File: config.mk
export PLATFORM = sky130hd
export DESIGN_NAME = sonar_sweep_uc
export DESIGN_NICKNAME = d
export VERILOG_FILES = /design/src/rtl/sonar_sweep_uc_pkg.sv /design/src/rtl/sonar_sweep_uc_contador.sv /design/src/rtl/sonar_sweep_uc.sv
export SDC_FILE = /design/constraint.sdc
export NUM_CORES = 1
export LEC_CHECK = 0
export ABC_CLOCK_PERIOD_IN_PS = 4200
export BUFFER_PORTS_ARGS = -buffer_cell sky130_fd_sc_hd__buf_2
export CAP_MARGIN = 30
export CORE_MARGIN = 2
export CORE_UTILIZATION = 43
export DETAILED_ROUTE_END_ITERATION = 12
export PLACE_DENSITY = 0.62
export SYNTH_ARGS = -nofsm -noshare
export SYNTH_HDL_FRONTEND = slang
export SYNTH_HIERARCHICAL = 1
export SYNTH_SLANG_ARGS = --single-unit
File: constraint.sdc
create_clock -name clock -period 4.2 [get_ports clock]
set_input_delay 0.84 -clock clock [delete_from_list [all_inputs] [get_ports clock]]
set_output_delay 0.84 -clock clock [all_outputs]
set_load 0.02 [all_outputs]
File: src/rtl/sonar_sweep_uc_pkg.sv
// Shared definitions for the sonar sweep control unit: state codes,
// sweep direction and the timer sizing helper.
package sonar_sweep_uc_pkg;

  // State codes, also shown on the debug display as {1'b0, code}
  typedef enum logic [2:0] {
    INICIAL       = 3'd0,
    PREPARACAO    = 3'd1,
    ENVIA_TRIGGER = 3'd2,
    ESPERA_MEDIDA = 3'd3,
    REGISTRA      = 3'd4,
    ESPERA_TIMER  = 3'd5,
    GIRA_SERVO    = 3'd6,
    FINAL_POSICAO = 3'd7
  } estado_t;

  // Sweep direction of the servo position counter
  typedef enum logic {
    SOBE  = 1'b0,
    DESCE = 1'b1
  } sentido_t;

  localparam int DB_ESTADO_W = 4;

  function automatic int maxInt(input int a, input int b);
    return (a > b) ? a : b;
  endfunction

  // One spare bit above what the longer of the two waits needs
  function automatic int timerWidth(input int waitCycles, input int timeoutCycles);
    return $clog2(maxInt(waitCycles, timeoutCycles)) + 1;
  endfunction

endpackage

File: src/rtl/sonar_sweep_uc_contador.sv
// Ping-pong position counter: walks 0 -> N_POS-1 -> 0 and flags each
// reversal at the ends. Position and direction survive idle periods.
module sonar_contador_posicao
  import sonar_sweep_uc_pkg::*;
#(
  parameter int N_POS = 8,
  parameter int POS_W = 3
) (
  input  logic             clock,
  input  logic             reset_n,
  input  logic             conta,
  output logic [POS_W-1:0] posicao,
  output logic             fim_varredura
);

  localparam logic [POS_W-1:0] POS_TOPO   = POS_W'(N_POS - 1);
  localparam logic [POS_W-1:0] POS_PENULT = POS_W'(N_POS - 2);
  localparam logic [POS_W-1:0] POS_UM     = POS_W'(1);

  logic [POS_W-1:0] pos_q, pos_d;
  sentido_t         sentido_q, sentido_d;
  logic             reverte;

  // Next position: bounce off either end, otherwise step in the current direction
  always_comb begin
    pos_d     = pos_q;
    sentido_d = sentido_q;
    reverte   = 1'b0;
    if (conta) begin
      if (sentido_q == SOBE && pos_q == POS_TOPO) begin
        sentido_d = DESCE;
        pos_d     = POS_PENULT;
        reverte   = 1'b1;
      end else if (sentido_q == DESCE && pos_q == '0) begin
        sentido_d = SOBE;
        pos_d     = POS_UM;
        reverte   = 1'b1;
      end else if (sentido_q == SOBE) begin
        pos_d = pos_q + POS_UM;
      end else begin
        pos_d = pos_q - POS_UM;
      end
    end
  end

  // Position and direction registers
  always_ff @(posedge clock or negedge reset_n) begin
    if (!reset_n) begin
      pos_q     <= '0;
      sentido_q <= SOBE;
    end else begin
      pos_q     <= pos_d;
      sentido_q <= sentido_d;
    end
  end

  assign posicao       = pos_q;
  assign fim_varredura = reverte;

endmodule

File: src/rtl/sonar_sweep_uc.sv
// Sonar sweep control unit: per servo position it triggers one ranging
// measurement, waits for the result or a timeout, waits a settling time,
// then moves the servo. Single-step or continuous with a latched stop.
module sonar_sweep_uc
  import sonar_sweep_uc_pkg::*;
#(
  parameter int N_POS          = 8,
  parameter int POS_W          = 3,
  parameter int WAIT_CYCLES    = 100000000,
  parameter int TIMEOUT_CYCLES = 2500000
) (
  input  logic                   clock,
  input  logic                   reset_n,
  input  logic                   mensurar,
  input  logic                   modo,
  input  logic                   parar,
  input  logic                   pronto_medida,
  output logic                   inicio_medir,
  output logic                   move_servo,
  output logic                   medida_valida,
  output logic                   fim_varredura,
  output logic                   erro_timeout,
  output logic [POS_W-1:0]       posicao,
  output logic [DB_ESTADO_W-1:0] db_estado
);

  localparam int TIMER_W = timerWidth(WAIT_CYCLES, TIMEOUT_CYCLES);
  localparam logic [TIMER_W-1:0] WAIT_LAST    = TIMER_W'(WAIT_CYCLES - 1);
  localparam logic [TIMER_W-1:0] TIMEOUT_LAST = TIMER_W'(TIMEOUT_CYCLES - 1);
  localparam logic [TIMER_W-1:0] TIMER_UM     = TIMER_W'(1);

  estado_t            estado_q;
  logic [TIMER_W-1:0] timer_q;
  logic               erro_q;
  logic               parar_q;
  logic               conta;

  // Main FSM with its timer, sticky timeout flag and stop latch
  always_ff @(posedge clock or negedge reset_n) begin
    if (!reset_n) begin
      estado_q <= INICIAL;
      timer_q  <= '0;
      erro_q   <= 1'b0;
      parar_q  <= 1'b0;
    end else begin
      if (parar && estado_q != INICIAL) begin
        parar_q <= 1'b1;
      end
      case (estado_q)
        INICIAL: begin
          if (mensurar) begin
            erro_q   <= 1'b0;
            estado_q <= PREPARACAO;
          end
        end
        PREPARACAO: begin
          timer_q  <= '0;
          estado_q <= ENVIA_TRIGGER;
        end
        ENVIA_TRIGGER: begin
          estado_q <= ESPERA_MEDIDA;
        end
        ESPERA_MEDIDA: begin
          if (pronto_medida) begin
            estado_q <= REGISTRA;
          end else if (timer_q == TIMEOUT_LAST) begin
            erro_q   <= 1'b1;
            timer_q  <= '0;
            estado_q <= ESPERA_TIMER;
          end else begin
            timer_q <= timer_q + TIMER_UM;
          end
        end
        REGISTRA: begin
          timer_q  <= '0;
          estado_q <= ESPERA_TIMER;
        end
        ESPERA_TIMER: begin
          if (timer_q == WAIT_LAST) begin
            estado_q <= GIRA_SERVO;
          end else begin
            timer_q <= timer_q + TIMER_UM;
          end
        end
        GIRA_SERVO: begin
          estado_q <= FINAL_POSICAO;
        end
        FINAL_POSICAO: begin
          if (modo && !parar_q) begin
            estado_q <= PREPARACAO;
          end else begin
            parar_q  <= 1'b0;
            estado_q <= INICIAL;
          end
        end
        default: begin
          parar_q  <= 1'b0;
          estado_q <= INICIAL;
        end
      endcase
    end
  end

  // Moore outputs decoded from the state register only
  always_comb begin
    inicio_medir  = 1'b0;
    medida_valida = 1'b0;
    conta         = 1'b0;
    case (estado_q)
      ENVIA_TRIGGER: inicio_medir  = 1'b1;
      REGISTRA:      medida_valida = 1'b1;
      GIRA_SERVO:    conta         = 1'b1;
      default:       ;
    endcase
  end

  sonar_contador_posicao #(
    .N_POS (N_POS),
    .POS_W (POS_W)
  ) u_contador (
    .clock         (clock),
    .reset_n       (reset_n),
    .conta         (conta),
    .posicao       (posicao),
    .fim_varredura (fim_varredura)
  );

  assign move_servo   = conta;
  assign erro_timeout = erro_q;
  assign db_estado    = {1'b0, estado_q};

endmodule

==> results.toml, run 1 <==
[routing]
dr.pass1.iters = 4
routed_via_density = 5.893
ant_nets = 0
avgRoutedWirePerCell_um = 15.41
drtIter0Drc = 188
route.vias.total = 2033
drc_errors = 0
drt_wl_total_um = 5317

[cts]
cts_made_buffers = 5
hold_buffers = 0
clk_pin_slew_ns = 0.07
cts_tree = "done"
clock_path_buffers = 2
htreeDepth = 2
clk_latency_ns = 0.29
postCtsSetupRepairBufs = 0
cts_sinks = 37
ctsResizeCount = 0
cts_root_buf = "clkbuf_8"

[power_and_ir_drop]
power.density_nw_per_um2 = 500.7
leakage_nw = 0.9874
p_total_w = 0.001260
ir_worst_vdd_v = 0.0002240

[yosys]
synthSimpleGateAreaFrac = 0.3348
synth_cells = 264
synth_edf_count = 0
ys_ff_latch = 37
yosysWarnings = 6
synth_fa_ha_area_frac = 0.01402
synth_top_cell_area_share = 0.3989
syn-cell-area_um2 = 2321
synth_area_leaders = "dfrtp_1 40%, a21oi_1 4.3%, o21ai_0 3.9%"
syn_nets = 272
synth_common_cells = "37 x dfrtp_1, 20 x a21oi_1, 20 x nor2_1"
synth_flop_cell = "dfrtp_1"
synth_xor_area_frac = 0.03396
synth_compound_gate_area_share = 0.1569
synthMuxAreaShare = 0.004852
avgSynthCellArea_um2 = 8.792
async_flop_share = 1.000
ys_seq_area_frac = 0.3989
yosysTopAreaCell = "dfrtp_1"
synth.most_common_cell = "dfrtp_1"
synth_top_family_by_area = "simple AND/OR/NAND/NOR gates"
synth_cell_types = 53

[die]
io_pins = 18
die_w_um = 77.47
core_area_um2 = 5172
rows = 26
die_h_um = 77.47
start_util = 0.4487
dieArea_um2 = 6002

[sta]
fin_skew_ns = 0.007731
finalSetupViolations = 0
period_needed_ns = 2.717
fmaxAchievable_mhz = 368.1
drv_slew = 0
rsz0062_at_grt = "false"
worst_slack_ns = 1.483
post-route-period-util = 0.6468
fin_setup_tns_ns = 0
hold_viol_final = 0
whs_ns = 0.4867
slew_headroom = 0.4409
worst_pin_slew_ns = 0.8386

[placed_design]
dpl_worst_slack_ns = 1.449
gp_congestion = 0.8079
hpwl_um = 3728
port_buffers = 16

[global_route]
grt-ovfl-total = 0
antenna_found_initial = 0
grt_pass1_vias = 1891
grt_max_degree = 38
grt.total_usage = 0.1925
grt_pass1_wl_um = 9225

[final_layout]
fin_util = 0.4865
fillers = 480
diodes = 0
area_delta_synth_final_pct = 8.410
layout-drive-gt1-share = 0.1382
final_nets = 282

[setup_path]
critPathArrivalTime_ns = 1.88
required_ns = 3.36
critical_path_class = "reg -> out"
reg2reg_depth = 6
critPathLaunchType = "flip-flop"
crit_path_max_fanout = 16
rrSetupSlack_ns = 1.67
cp-end-kind = "output port"

[flow_run]
maxCapViolations = 0

[min_path]
hold-path-cell-count = 1
hold_class = "reg -> reg"

[run_status]
outcome = "complete, no violations"
-- registers in the layout, indices dropped and copies added, names as in the netlist --
name and flops:
timer_q 28, estado_q 3, u_contador/posicao 3, erro_timeout 1
parar_q 1, u_contador/sentido_q 1
-- where the power goes --
part / internal (W) / leakage [nW] / total [W] / switching, W
clock: 0.000148 / 0.0542 / 0.000276 / 0.000127
combinational: 0.000177 / 0.440 / 0.000467 / 0.000290
sequential: 0.000409 / 0.493 / 0.000517 / 0.000108
total: 0.000734 / 0.987 / 0.00126 / 0.000526
-- final cells by class --
class	count	area, um^2	area share
multi-input cells	203	1267	0.5037
flip-flops and latches	37	925.9	0.3680
repair buffers	20	107.6	0.04276
clock buffers	7	96.34	0.03829
well taps	70	87.58	0.03481
inverters	7	26.28	0.01044
clock inverters	1	5.005	0.001989
-- per-stage QoR --
step	std cells	cell area (um^2)
final	345	2516
after global routing	345	2516
after CTS	345	2516
after detailed placement	337	2415
after global placement	336	2410
after floorplan	264	2321
-- cell families after synthesis --
group,after synthesis
AND/OR/NAND/NOR,130
XOR/XNOR,9
AO/OA/AOI/OAI,60
multiplexers,1
other,1
adder cells (fa/ha/maj),2
flip-flops,37
buffers and inverters,24
-- worst max-delay path, cell delays in order (launching register included) --
cell and delay [ns]:
dfrtp_1 0.62, nand2_1 0.10, nor2_1 0.49, and2_1 0.21
buf_2 0.16
-- metal layers --
layer / global-route usage / up-vias / part of all wire
li1: - / 1011 / -
met2: 0.3000 / 51 / 0.45
met1: 0.2637 / 964 / 0.49
met5: 0 / - / 0
met3: 0.03721 / 7 / 0.047
met4: 0.07679 / 0 / 0.015
-- layout by cell type, fill, tap and decap left out, types with 3 or more instances in the layout --
| cell | count |
|---|---|
| or4_1 | 5 |
| xnor2_1 | 8 |
| and4_1 | 4 |
| inv_1 | 7 |
| buf_4 | 3 |
| nand2_1 | 17 |
| buf_2 | 17 |
| nand3_1 | 14 |
| dfrtp_1 | 37 |
| a21oi_1 | 20 |
| o21ai_0 | 18 |
| nor4_1 | 9 |
| or3_1 | 13 |
| nor3_1 | 7 |
| nor2_1 | 20 |
| nand2b_1 | 5 |
| clkbuf_8 | 7 |
| o31ai_1 | 6 |
| nand4_1 | 12 |
-- final timing paths --
check	startpoint	to
worst min-delay path	parar_q	parar_q
min in group asynchronous	reset_n	timer_q[0]
worst min register to register	parar_q	parar_q
worst max register to register	timer_q[12]	timer_q[9]
max in group asynchronous	reset_n	timer_q[9]
worst max-delay path	estado_q[2]	fim_varredura
Power figures use the tool's default switching activity.
==> run 2, diff against run 1 <==
--- a/config.mk
+++ b/config.mk
@@ -5,13 +5,13 @@
 export SDC_FILE = /design/constraint.sdc
 export NUM_CORES = 1
 export LEC_CHECK = 0
-export ABC_CLOCK_PERIOD_IN_PS = 4200
+export ABC_CLOCK_PERIOD_IN_PS = 2400
 export BUFFER_PORTS_ARGS = -buffer_cell sky130_fd_sc_hd__buf_2
 export CAP_MARGIN = 30
 export CORE_MARGIN = 2
 export CORE_UTILIZATION = 43
 export DETAILED_ROUTE_END_ITERATION = 12
-export PLACE_DENSITY = 0.62
+export PLACE_DENSITY = 0.65
 export SYNTH_ARGS = -nofsm -noshare
 export SYNTH_HDL_FRONTEND = slang
 export SYNTH_HIERARCHICAL = 1
==> constraint.sdc (replaced) <==
create_clock -name clock -period 2.4 [get_ports clock]
set_input_delay 0.48 -clock clock [delete_from_list [all_inputs] [get_ports clock]]
set_output_delay 0.48 -clock clock [all_outputs]
set_load 0.02 [all_outputs]
==> run 2 against run 1 <==
Against the previous run: combinational power up 90%; critical path depth up 1; global-route usage down 0.13 points; clock power up 57%; non-clock buffer count up 12; highest routed layer unchanged.
==> results.toml, run 2 (synthesis results as in run 1) <==
[run_status]
outcome = "complete, no violations"

[die]
die_w_um = 77.47
core_area_um2 = 5172
start_util = 0.4487
dieArea_um2 = 6002
io_pins = 18
die_h_um = 77.47
rows = 26

[power_and_ir_drop]
pwr-share-comb = 0.401
swShare = 0.4118
intPower_w = 0.001302
power.density_nw_per_um2 = 853.4
seqPwrFrac = 0.403
clock_power_share = 0.196
p_switching_w = 0.0009115
leakage_nw = 1.041
ir_worst_vdd_v = 0.0005117

[setup_path]
critical_path_class = "reg -> reg"
path_buf_inv = 0
rrSetupSlack_ns = 0.09
slowest_delay_ns = 0.64
crit_path_max_fanout = 10
path_cells = "nand4_2, or4_4, or4_4, or3_1, a21oi_1"
critPathArrivalTime_ns = 2.51
slowest_stage = "or4_4"
cp-end-kind = "flip-flop"
reg2reg_from = "timer_q[7]"
reg2reg_depth = 5
critPathLaunchType = "flip-flop"
r2r-end = "timer_q[22]"
required_ns = 2.61
cpMostUsedCell = "or4_4"
critPathTopFamily = "simple AND/OR/NAND/NOR gates"

[routing]
wl_met2_um = 2388
route.vias.total = 2066
m1WireLength_um = 2651
dr.pass1.iters = 4
met3_length_um = 207
routed.top_layer = "met4"
drc_errors = 0
drt_wl_total_um = 5280
routed_via_density = 5.803
ant_nets = 0
drtIter0Drc = 94
avgRoutedWirePerCell_um = 14.83

[global_route]
grt_pass1_wl_um = 9252
antenna_found_initial = 0
grt-ovfl-total = 0
grt_max_degree = 38
grt.total_usage = 0.1912
grt_pass1_vias = 1926

[cts]
hold_buffers = 0
htreeDepth = 2
ctsResizeCount = 0
postCtsSetupRepairBufs = 0
cts_sinks = 37
cts_root_buf = "clkbuf_8"
clk_pin_slew_ns = 0.07
cts_made_buffers = 5
clock_path_buffers = 2
cts_tree = "done"
clk_latency_ns = 0.28

[final_layout]
layout_common_cells = "37 x dfrtp_1, 20 x nor2_1, 20 x a21oi_1"
layout-drive-gt1-share = 0.1678
area_delta_synth_final_pct = 11.75
layoutNonFillerInstCount = 356
final_nets = 294
final_common_cell = "dfrtp_1"
largest_register_ffs = 28
regMostFlops = "timer_q"
diodes = 0

[sta]
finalSetupViolations = 0
drv_slew = 0
period_needed_ns = 2.305
rsz0062_at_grt = "false"
worst_pin_slew_ns = 0.8256
fmaxAchievable_mhz = 433.8
fin_setup_tns_ns = 0
post-route-period-util = 0.9606
hold_viol_final = 0
fin_skew_ns = 0.005002
slew_headroom = 0.4496

[flow_run]
maxCapViolations = 0

[placed_design]
port_buffers = 16
hpwl_um = 3881
dpl.cell_count = 349
gp_congestion = 0.8514

[min_path]
hold_class = "in -> async"
-- run 2: metal layers --
layer	vias up	GRT usage
met5	-	0
met4	0	0.04286
met3	4	0.03605
met2	47	0.3061
met1	987	0.2695
li1	1028	-
-- run 2: how the worst max path moves through the flow --
stage | end | startpoint | depth (start not counted) | slack [ns]
after CTS | timer_q[22] | timer_q[7] | 5 | 0.09
after floorplan | timer_q[0] | timer_q[17] | 6 | 0.12
after global routing | timer_q[22] | timer_q[7] | 5 | 0.02
final | timer_q[22] | timer_q[7] | 5 | 0.09
after detailed placement | timer_q[22] | timer_q[7] | 5 | 0.09
after global placement | timer_q[22] | timer_q[6] | 5 | 0.13
-- run 2: final cells by class --
type                    instances  area, um^2
clock buffers                   7       86.33
fillers                       498        2579
inverters                       7       26.28
multi-input cells             203        1267
flip-flops and latches         37       925.9
well taps                      70       87.58
repair buffers                 32       200.2
-- run 2: power by group through the flow --
stage	sequential [W]	clock, W	combinational [W]
6_report	0.000891	0.000434	0.000888
5_1_grt	0.000921	0.000482	0.000981
4_1_cts	0.000888	0.000449	0.000888
3_5_place_dp	0.000900	0	0.000887
3_3_place_gp	0.000898	0	0.000886
2_1_floorplan	0.000886	0	0.000625
-- run 2: per-stage QoR --
stage / hold slack [ns] / setup WS, ns / total power (W) / utilization / instance area [um^2]
after floorplan: 0.1844 / 0.1186 / 0.001512 / - / 2321
after CTS: 0.3228 / 0.08591 / 0.002225 / 0.5015 / 2594
after global placement: 0.4897 / 0.1341 / 0.001784 / 0.4848 / 2507
after global routing: 0.3640 / 0.01878 / 0.002383 / 0.5015 / 2594
after detailed placement: 0.4945 / 0.09010 / 0.001787 / 0.4848 / 2507
final: 0.2890 / 0.09461 / 0.002213 / 0.5015 / 2594
